===== config.mk =====
export PLATFORM = sky130hd
export DESIGN_NAME = pipe_ctrl
export DESIGN_NICKNAME = d
export VERILOG_FILES = /design/src/rtl/pipe_ctrl.sv
export SDC_FILE = /design/constraint.sdc
export NUM_CORES = 1
export LEC_CHECK = 0
export CAP_MARGIN = 20
export CELL_PAD_IN_SITES_DETAIL_PLACEMENT = 0
export CELL_PAD_IN_SITES_GLOBAL_PLACEMENT = 1
export CORE_ASPECT_RATIO = 1.1
export CORE_MARGIN = 1
export CORE_UTILIZATION = 19
export CTS_CLUSTER_DIAMETER = 50
export CTS_CLUSTER_SIZE = 10
export DETAILED_ROUTE_END_ITERATION = 12
export GPL_ROUTABILITY_DRIVEN = 0
export GPL_TIMING_DRIVEN = 0
export PLACE_DENSITY_LB_ADDON = 0.1
export SYNTH_ARGS = -nofsm -noshare
export SYNTH_HDL_FRONTEND = slang
export SYNTH_SLANG_ARGS = --single-unit

===== constraint.sdc =====
create_clock -name clk -period 3.5 [get_ports clk]
set_input_delay 0.35 -clock clk [delete_from_list [all_inputs] [get_ports clk]]
set_output_delay 0.35 -clock clk [all_outputs]
set_load 0.02 [all_outputs]

===== src/rtl/pipe_ctrl.sv =====
// pipe_ctrl: stall/flush controller for the 5-stage MIPS pipeline.
// Resolves load-use hazards, MEM data-bus waits, exceptions and the
// multi-cycle multiply/divide sequence held in EX.
//
// Ports:
//   clk, rst                    rising-edge clock, sync active-high reset
//   id_read_en_1/2, _addr_1/2   ID register read ports
//   ex_is_load, ex_write_reg_*  EX instruction destination info
//   ex_mdu_op, ex_mdu_div       EX holds a mult/div-class instruction
//   mem_req, mem_ack            MEM stage data-bus handshake
//   exc_req, exc_pc             exception taken / handler address
//   stall[4:0]                  hold for PC, IF/ID, ID/EX, EX/MEM, MEM/WB
//   flush, flush_pc             clear all stages and redirect the PC
//   mdu_start/busy/done         MDU sequencing status
//
// Optional: define PIPE_PERF_CNT_EN to add perf_stall_cycles and
// perf_flush_count (stall[0] cycles and flush cycles, wrapping 32-bit).

module pipe_ctrl #(
    parameter int unsigned MUL_CYCLES = 4,
    parameter int unsigned DIV_CYCLES = 33
) (
    input  logic        clk,
    input  logic        rst,
    input  logic        id_read_en_1,
    input  logic        id_read_en_2,
    input  logic [4:0]  id_read_addr_1,
    input  logic [4:0]  id_read_addr_2,
    input  logic        ex_is_load,
    input  logic        ex_write_reg_en,
    input  logic [4:0]  ex_write_reg_addr,
    input  logic        ex_mdu_op,
    input  logic        ex_mdu_div,
    input  logic        mem_req,
    input  logic        mem_ack,
    input  logic        exc_req,
    input  logic [31:0] exc_pc,
    output logic [4:0]  stall,
    output logic        flush,
    output logic [31:0] flush_pc,
    output logic        mdu_start,
    output logic        mdu_busy,
    output logic        mdu_done
`ifdef PIPE_PERF_CNT_EN
    ,
    output logic [31:0] perf_stall_cycles,
    output logic [31:0] perf_flush_count
`endif
);

    localparam int unsigned MAXC = (DIV_CYCLES > MUL_CYCLES) ?
                                   DIV_CYCLES : MUL_CYCLES;
    localparam int unsigned CW   = $clog2(MAXC + 1);

    typedef enum logic [1:0] {
        S_IDLE,
        S_BUSY,
        S_DONE
    } state_t;

    state_t          state_q;
    logic [CW-1:0]   cnt_q;

    logic            hit_1;
    logic            hit_2;
    logic            load_use;
    logic            mem_wait;
    logic            mdu_go;
    logic            mdu_stall;

    assign hit_1    = id_read_en_1 & (id_read_addr_1 == ex_write_reg_addr);
    assign hit_2    = id_read_en_2 & (id_read_addr_2 == ex_write_reg_addr);
    assign load_use = ex_is_load & ex_write_reg_en &
                      (ex_write_reg_addr != 5'd0) & (hit_1 | hit_2);
    assign mem_wait = mem_req & ~mem_ack;
    assign mdu_go   = (state_q == S_IDLE) & ex_mdu_op & ~exc_req;
    assign mdu_stall = mdu_go | (state_q == S_BUSY);

    always_comb begin
        stall    = 5'b00000;
        flush    = 1'b0;
        flush_pc = 32'h0;
        if (rst) begin
            stall = 5'b00000;
        end else if (exc_req) begin
            flush    = 1'b1;
            flush_pc = exc_pc;
        end else if (mem_wait) begin
            stall = 5'b01111;
        end else if (mdu_stall) begin
            stall = 5'b00111;
        end else if (load_use) begin
            stall = 5'b00011;
        end
    end

    assign mdu_start = ~rst & mdu_go;
    assign mdu_busy  = ~rst & (state_q == S_BUSY);
    assign mdu_done  = ~rst & (state_q == S_DONE) & ~exc_req;

    always_ff @(posedge clk) begin
        if (rst) begin
            state_q <= S_IDLE;
            cnt_q   <= '0;
        end else if (exc_req) begin
            state_q <= S_IDLE;
            cnt_q   <= '0;
        end else begin
            unique case (state_q)
                S_IDLE: begin
                    if (ex_mdu_op) begin
                        state_q <= S_BUSY;
                        cnt_q   <= ex_mdu_div ? CW'(DIV_CYCLES - 1)
                                              : CW'(MUL_CYCLES - 1);
                    end
                end
                S_BUSY: begin
                    // Leave once the count reaches zero; a one-cycle op
                    // loads zero and still spends one cycle here.
                    if (cnt_q != '0) begin
                        cnt_q <= cnt_q - CW'(1);
                    end
                    if (cnt_q <= CW'(1)) begin
                        state_q <= S_DONE;
                    end
                end
                S_DONE: begin
                    // EX/MEM only captures the result once MEM is free.
                    if (!mem_wait) begin
                        state_q <= S_IDLE;
                    end
                end
                default: begin
                    state_q <= S_IDLE;
                    cnt_q   <= '0;
                end
            endcase
        end
    end

`ifdef PIPE_PERF_CNT_EN
    logic [31:0] perf_stall_q;
    logic [31:0] perf_flush_q;

    always_ff @(posedge clk) begin
        if (rst) begin
            perf_stall_q <= 32'h0;
            perf_flush_q <= 32'h0;
        end else begin
            if (stall[0]) begin
                perf_stall_q <= perf_stall_q + 32'd1;
            end
            if (flush) begin
                perf_flush_q <= perf_flush_q + 32'd1;
            end
        end
    end

    assign perf_stall_cycles = perf_stall_q;
    assign perf_flush_count  = perf_flush_q;
`endif

endmodule

==> reports/qor.csv, run 1 <==
stage,metric,value,unit
synth,yosysTopAreaCell,and2_1,
clocking,htreeDepth,1,
pwr,power.density_cell_area,204,nW/um^2
synth,synth_fa_ha_area_share,2.75,%
final_layout,nFillCells,467,
synth,synth_top_family_by_area,simple AND/OR/NAND/NOR gates,
worst_setup_path,cp_common_cell,clkdlybuf4s50_1,
routing,drt_iter0_markers,51,
pwr,irDropWorstVdd,0.0918,mV
pwr,p_leak,0.000760,uW
final_layout,final_layout_size_suffix_gt1_share,6.33,%
timing,fin_crit,2.78,ns
worst_setup_path,crit_arrival,2.43,ns
routing,drtPass1Iterations,4,
synth,synth_cells,121,
timing,fin_crit_sh,79.4,%
synth,async_flop_share,0,%
synth,synth_seq_cells,8,
final_layout,syn_to_final_growth,119,%
routing,viasPerCell,4.38,
hold_path,hold_start,cnt_q[1],
clocking,clock_path_buffers,2,
clocking,cts_tree,done,
synth,yosys_most_used_dff,dfxtp_1,
clocking,cts_hold_buf,0,
synth,avgSynthCellArea,7.51,sq um
timing,setup_violations,0,
worst_setup_path,r2r_start,cnt_q[0],
worst_setup_path,required,3.15,ns
global_routing,first_global_vias,1154,
global_routing,gr-usage-all-layers,13.6,%
routing,ant_nets,0,
hold_path,min_to,cnt_q[1],
synth,yosysTopAreaCellShare,22.0,%
final_layout,antenna_cells,0,
worst_setup_path,worst_setup_path_start_kind,input port,
worst_setup_path,rrSetupSlack,1.89,ns
placement,hpwlAfterDp,3.12,mm
timing,grt_setup_unrepaired,no,
worst_setup_path,criticalPathCategory,in2out,
synth,synth_xor_xnor_area_share,9.64,%
clocking,cts_root_buffer,clkbuf_8,
synth,yosysSeqAreaShare,17.6,%
timing,worst_clock_skew,0.000246,ns
timing,worst_pin_slew,0.495,ns
clocking,ctsResizeCount,0,
placement,port_buffers,97,
clocking,clk_pin_slew,0.04,ns
timing,max_freq,0.360,GHz
routing,wl_per_cell,13.1,um
synth,synthSimpleGateAreaFrac,42.6,%
job,maxCapViolCount,0,
floorplan,dieArea,5060,sq um
floorplan,core,4620,sq um
outcome,status,"complete, no violations",
timing,hold_viol_final,0,
synth,yosysWarnings,0,
synth,synth_compound_area_share,20.0,%
final_layout,num-nets-final,283,
synth,synth_edf_count,0,
global_routing,antenna_found_initial,0,
worst_setup_path,worst-path-max-fanout,3,
worst_setup_path,endpoint_kind,primary output,
synth,muxShareOfSynthArea,0,%
floorplan,num_io_pins,99,
worst_setup_path,reg2regPathDepth,7,
hold_path,hp-class,reg2reg,
clocking,cts_setup_buffers,0,
synth,synth_commonest_cells,"and2_1 (32), dfxtp_1 (8), nor2_1 (8), o21ai_0 (8), xor2_1 (8)",
clocking,clock_sinks,8,
routing,drc,0,
timing,drv_slew,0,
routing,vias,1212,
synth,synth_cell_types,38,
routing,wirelength,3.63,mm
clocking,clk_latency,0.23,ns
global_routing,grt_max_degree,11,
floorplan,die_h,74.5,um
floorplan,start_util,19.7,%
clocking,cts_made_buffers,3,
global_routing,grt_pass1_wl,5.05,mm
worst_setup_path,r2r_end,cnt_q[5],
synth,netlist_area,908,sq um
synth,synth_fp_nets,181,
floorplan,row_count,26,
synth,yosysMostFrequentCell,and2_1,
hold_path,whs_path_depth,1,
timing,whs,0.563,ns
timing,relSlewSlack,66.9,%
worst_setup_path,path_cells,"clkdlybuf4s50_1, xor2_1, nor4_1, and3_1, a31oi_1, o21bai_1, buf_4, clkdlybuf4s50_1",
worst_setup_path,cpPeakStageDelay,0.59,ns
timing,tns,0,ns
floorplan,die_x,67.9,um
worst_setup_path,critPathSlowestCell,clkdlybuf4s50_1,
synth,synth_area_leaders,"and2_1 (22%), dfxtp_1 (18%), xor2_1 (7.7%)",
global_routing,overflow,0,
## report_power, final
| group | total [uW] | switching, uW | internal [uW] |
|---|---|---|---|
| Sequential | 97.5 | 3.15 | 94.4 |
| Combinational | 194 | 77.0 | 116 |
| Clock | 115 | 39.8 | 74.8 |
## state kept, by name, summed over array words and instances, names as in the netlist
signal   cells
cnt_q        6
state_q      2
## critical path, delay by kind of cell
family          cells  cell delay (ns)
buf+inv             3             1.18
xor+xnor            1             0.18
simple gates        2             0.50
compound gates      2             0.22
## how the worst max path moves through the flow
stage / endpoint / slack, ns / startpoint / depth (start not counted)
2_1_floorplan: stall[1] / 1.46 / rst / 5
3_3_place_gp: stall[1] / 0.74 / ex_write_reg_addr[0] / 8
3_5_place_dp: stall[1] / 0.70 / ex_write_reg_addr[3] / 8
5_1_grt: stall[1] / 0.61 / ex_write_reg_addr[0] / 8
6_report: stall[1] / 0.72 / ex_write_reg_addr[0] / 8
4_1_cts: stall[1] / 0.70 / ex_write_reg_addr[0] / 8
## layout make-up
type | instances | area (sq um) | share of cell area, %
Multi-Input combinational cell | 102 | 684 | 34.4
Clock buffer | 3 | 41.3 | 2.07
Buffer | 7 | 48.8 | 2.45
Timing Repair Buffer | 97 | 971 | 48.8
Sequential cell | 8 | 160 | 8.05
Inverter | 4 | 15.0 | 0.754
Tap cell | 56 | 70.1 | 3.52
## per-layer routing
metal  global-route usage (%)  routed length (um)  vias to the layer above
met1                     14.4                1290                      543
met5                        0                   0                        -
met4                     2.08                  16                        0
met3                     4.75                 238                        4
li1                         -                   -                      612
met2                     25.6                2090                       53
## layout by cell type (no fill, tap or decap), types with 4 or more instances in the layout
master           netlist  routed
inv_1                  4       4
dfxtp_1                8       8
nor3_1                 4       4
clkdlybuf4s50_1        0      97
o21ai_0                8       8
and2_1                32      32
nor2_1                 8       8
xor2_1                 8       8
## per-stage QoR
step / util, % / power [uW] / cells / cell area, sq um / setup WS [ns]
2_1_floorplan: - / 180 / 121 / 908 / 1.46
3_3_place_gp: 42.2 / 291 / 274 / 1950 / 0.738
4_1_cts: 43.1 / 408 / 277 / 1990 / 0.703
5_1_grt: 43.1 / 429 / 277 / 1990 / 0.614
6_report: 43.1 / 406 / 277 / 1990 / 0.720
3_5_place_dp: 42.2 / 293 / 274 / 1950 / 0.700
## kinds of logic after synthesis
| family | Yosys count |
|---|---|
| AO/OA/AOI/OAI | 25 |
| XOR/XNOR | 10 |
| adder cells (fa/ha/maj) | 2 |
| buffers and inverters | 11 |
| flip-flops | 8 |
| other | 1 |
| AND/OR/NAND/NOR | 64 |
Note: power is estimated with default switching activity, not from simulation.
==> run 2: changes to the inputs <==
- CORE_UTILIZATION: 19 -> 17
- clock period: 3.5 -> 2.9 ns (I/O delays scaled with it)
==> reports/qor.csv, run 2 (synthesized netlist as in run 1, its figures left out) <==
stage,metric,value,unit
outcome,status,"complete, no violations",
floorplan,dieArea,5640,sq um
clocking,ctsResizeCount,0,
worst_setup_path,cpPeakStageDelay,0.58,ns
pwr,p_sw_share,29.0,%
floorplan,die_x,71.7,um
job,maxCapViolCount,0,
worst_setup_path,r2r_start,cnt_q[0],
clocking,cts_made_buffers,3,
final_layout,num-nets-final,283,
pwr,p_leak,0.000760,uW
routing,viasPerCell,4.35,
final_layout,final_layout_size_suffix_gt1_share,6.33,%
timing,tns,0,ns
pwr,power.density_cell_area,244,nW/um^2
hold_path,hp-class,reg2reg,
floorplan,num_io_pins,99,
pwr,netSwitchingPower,141,uW
clocking,clk_latency,0.23,ns
timing,hold_viol_final,0,
worst_setup_path,cp-startpoint,ex_write_reg_addr[0],
timing,max_freq,0.372,GHz
global_routing,grt_util_met1,11.1,%
clocking,clock_path_buffers,2,
clocking,htreeDepth,1,
global_routing,overflow,0,
worst_setup_path,endpoint_kind,primary output,
pwr,seqPwrFrac,24.2,%
global_routing,met2_usage,21.2,%
final_layout,top_regs,"cnt_q: 6 flops, state_q: 2 flops",
timing,fin_crit_sh,92.7,%
floorplan,row_count,27,
global_routing,antenna_found_initial,0,
worst_setup_path,criticalPathCategory,in2out,
placement,port_buffers,97,
timing,worst_clock_skew,0.00565,ns
hold_path,hold_start,cnt_q[1],
worst_setup_path,cp_common_cell,clkdlybuf4s50_1,
timing,fin_crit,2.69,ns
worst_setup_path,critPathSlowestCell,clkdlybuf4s50_1,
routing,vias,1213,
final_layout,final_common_cell,clkdlybuf4s50_1,
worst_setup_path,worst_setup_path_start_kind,input port,
pwr,p_int,345,uW
routing,drtPass1Iterations,4,
routing,ant_nets,0,
floorplan,die_h,78.7,um
timing,grt_setup_unrepaired,no,
worst_setup_path,crit_arrival,2.40,ns
timing,drv_slew,0,
global_routing,busiest_layer,met2,
clocking,clock_sinks,8,
pwr,combinationalPowerShare,47.9,%
final_layout,largest_register,cnt_q,
global_routing,grt_use_met3,5.78,%
pwr,power,486,uW
routing,drt_iter0_markers,21,
global_routing,first_global_vias,1265,
clocking,cts_root_buffer,clkbuf_8,
worst_setup_path,required,2.61,ns
floorplan,core,5070,sq um
worst_setup_path,worst-path-max-fanout,3,
pwr,clockPowerShare,27.8,%
global_routing,grt_max_degree,11,
routing,wirelength,3.30,mm
routing,wl_per_cell,11.8,um
final_layout,syn_to_final_growth,119,%
final_layout,antenna_cells,0,
floorplan,start_util,17.9,%
clocking,clk_pin_slew,0.04,ns
final_layout,largest_reg_flops,6,
global_routing,grt_pass1_wl,5.21,mm
placement,hpwlAfterDp,2.88,mm
clocking,cts_tree,done,
clocking,cts_hold_buf,0,
timing,setup_violations,0,
worst_setup_path,path_cells,"clkdlybuf4s50_1, xor2_1, nor4_1, and3_1, a31oi_1, o21bai_1, buf_4, clkdlybuf4s50_1",
routing,drc,0,
pwr,irDropWorstVdd,0.0978,mV
global_routing,gr-usage-all-layers,11.5,%
final_layout,mostFrequentLayoutCells,"clkdlybuf4s50_1 (97), and2_1 (32)",
clocking,cts_setup_buffers,0,
[run 2: area by class of cell]
class,instances,area (sq um)
multi-input cells,102,684
plain buffers,7,48.8
inverters,4,15.0
well taps,58,72.6
fillers,535,3070
repair buffers,97,971
clock buffers,3,41.3
flip-flops and latches,8,160
[run 2: per-layer routing]
metal  vias up  wire, um  part of all wire [%]
met1       522      1250                    38
met5         -         0                     0
li1        613         -                     -
met2        76      1570                    48
met3         2       465                    14
met4         0        12                  0.36
[run 2: worst max-delay path: cells and delay by family]
kind / cells / cell delay (ns)
AOI/OAI and AO/OA: 2 / 0.22
and+or+nand+nor: 2 / 0.53
buffers and inverters: 3 / 1.17
xor gates and xnor gates: 1 / 0.18
[run 2: worst paths after layout]
path	to	cells after the start	slack [ns]
setup / recovery	stall[1]	8	0.21
hold / removal	cnt_q[1]	1	0.55
setup reg to reg	cnt_q[3]	7	1.30
hold reg to reg	cnt_q[1]	1	0.55
[run 2: power groups by stage]
stage,sequential (uW),clock (uW),combinational (uW)
after floorplan,119,0,98.9
after global placement,119,0,233
after detailed placement,120,0,235
after CTS,117,140,236
after global routing,118,146,251
final,118,135,233
[run 2: through the flow]
step	std cells	util, %	setup slack [ns]	instance area (sq um)	hold WS, ns
floorplan	121	-	0.979	908	0.489
global placement	276	38.5	0.246	1950	0.548
detailed placement	276	38.5	0.200	1950	0.552
CTS	279	39.3	0.200	1990	0.560
global route	279	39.3	0.0432	1990	0.567
finish	279	39.3	0.213	1990	0.555
==> run 3: changes to the inputs <==
- SETUP_SLACK_MARGIN: unset -> 0.05
==> reports/qor.csv, run 3 (synthesized netlist as in run 1, its figures left out) <==
stage,metric,value,unit
outcome,status,"complete, no violations",
timing,fin_crit,2.62,ns
floorplan,core,5070,sq um
floorplan,die_h,78.7,um
clocking,htreeDepth,1,
routing,ant_nets,0,
routing,wl_per_cell,11.9,um
timing,drv_slew,0,
hold_path,whs_path_depth,1,
global_routing,grt_pass1_wl,5.21,mm
worst_setup_path,crit_arrival,2.33,ns
worst_setup_path,required,2.61,ns
clocking,cts_made_buffers,3,
timing,max_freq,0.381,GHz
worst_setup_path,path_cells,"clkdlybuf4s50_1, xor2_1, nor4_2, and3_1, a31oi_1, o21bai_1, buf_4, clkdlybuf4s50_1",
floorplan,num_io_pins,99,
final_layout,final_core_util,39.5,%
routing,drc,0,
routing,wirelength,3.31,mm
job,maxCapViolCount,0,
worst_setup_path,worst-path-max-fanout,3,
clocking,clock_sinks,8,
routing,vias,1215,
timing,tns,0,ns
timing,worst_clock_skew,0.00565,ns
hold_path,hp-class,reg2reg,
worst_setup_path,reg2regPathDepth,7,
routing,viasPerCell,4.35,
worst_setup_path,critPathSlowestCell,clkdlybuf4s50_1,
pwr,power.density_cell_area,244,nW/um^2
clocking,clock_path_buffers,2,
placement,port_buffers,97,
floorplan,row_count,27,
routing,drt_iter0_markers,17,
final_layout,syn_to_final_growth,120,%
global_routing,grt_max_degree,11,
clocking,ctsResizeCount,0,
timing,fin_crit_sh,90.5,%
timing,setup_violations,0,
clocking,clk_pin_slew,0.04,ns
pwr,p_leak,0.000761,uW
placement,post-place-cells,276,
final_layout,largest_reg_flops,6,
floorplan,die_x,71.7,um
timing,whs,0.555,ns
final_layout,largest_register,cnt_q,
worst_setup_path,cpPeakStageDelay,0.58,ns
global_routing,overflow,0,
routing,drtPass1Iterations,4,
global_routing,first_global_vias,1265,
final_layout,final_common_cell,clkdlybuf4s50_1,
worst_setup_path,worst_setup_path_start_kind,input port,
worst_setup_path,criticalPathCategory,in2out,
timing,grt_setup_unrepaired,no,
floorplan,dieArea,5640,sq um
final_layout,mostFrequentLayoutCells,"clkdlybuf4s50_1 (97), and2_1 (32)",
global_routing,antenna_found_initial,0,
clocking,cts_setup_buffers,0,
final_layout,antenna_cells,0,
clocking,cts_hold_buf,0,
clocking,cts_tree,done,
placement,hpwlAfterDp,2.88,mm
final_layout,final_layout_size_suffix_gt1_share,6.79,%
worst_setup_path,cp_common_cell,clkdlybuf4s50_1,
final_layout,stdcell_count,279,
pwr,irDropWorstVdd,0.0978,mV
clocking,cts_root_buffer,clkbuf_8,
final_layout,num-nets-final,283,
timing,hold_viol_final,0,
worst_setup_path,endpoint_kind,primary output,
floorplan,start_util,17.9,%
final_layout,top_regs,"cnt_q: 6 flops, state_q: 2 flops",
clocking,clk_latency,0.23,ns
global_routing,gr-usage-all-layers,11.5,%
==> run 3: cell types whose count changed in the layout (fill, tap and decap cells not counted) <==
cell    previous run  this run
nor4_1             3         2
nor4_2             0         1
==> run 3: critical path, delay by kind of cell <==
family          cells  cell delay, ns
simple gates        2            0.45
xor+xnor            1            0.19
compound gates      2            0.22
buf+inv             3            1.17
==> run 3: area by class of cell <==
type / count / area (sq um)
Multi-Input combinational cell: 102 / 691
Clock buffer: 3 / 41.3
Tap cell: 58 / 72.6
Inverter: 4 / 15.0
Buffer: 7 / 48.8
Fill cell: 535 / 3070
Sequential cell: 8 / 160
Timing Repair Buffer: 97 / 971
==> run 3: power breakdown <==
part,leakage (uW),internal (uW),total (uW),switching [uW]
Clock,0.0000216,90.1,135,45.2
Combinational,0.000674,141,234,93.1
Sequential,0.0000650,114,118,3.74
==> run 3: routing by layer <==
| layer | GRT usage [%] | part of all wire, % | vias to the layer above |
|---|---|---|---|
| met1 | 11.1 | 38 | 524 |
| met2 | 21.2 | 48 | 76 |
| li1 | - | - | 613 |
| met4 | 3.53 | 0.36 | 0 |
| met5 | 0 | 0 | - |
| met3 | 5.78 | 14 | 2 |
==> run 3: final timing paths <==
path / slack, ns / startpoint / to
setup / recovery: 0.28 / ex_write_reg_addr[0] / stall[1]
hold / removal: 0.55 / cnt_q[1] / cnt_q[1]
hold reg to reg: 0.55 / cnt_q[1] / cnt_q[1]
setup reg to reg: 1.30 / cnt_q[0] / cnt_q[3]
==> run 3: metrics by stage <==
stage	worst slack (ns)	area (sq um)	total power, uW
3_5_place_dp	0.200	1950	354
3_3_place_gp	0.246	1950	352
5_1_grt	0.124	2000	516
4_1_cts	0.200	1990	494
6_report	0.276	2000	487
2_1_floorplan	0.979	908	218
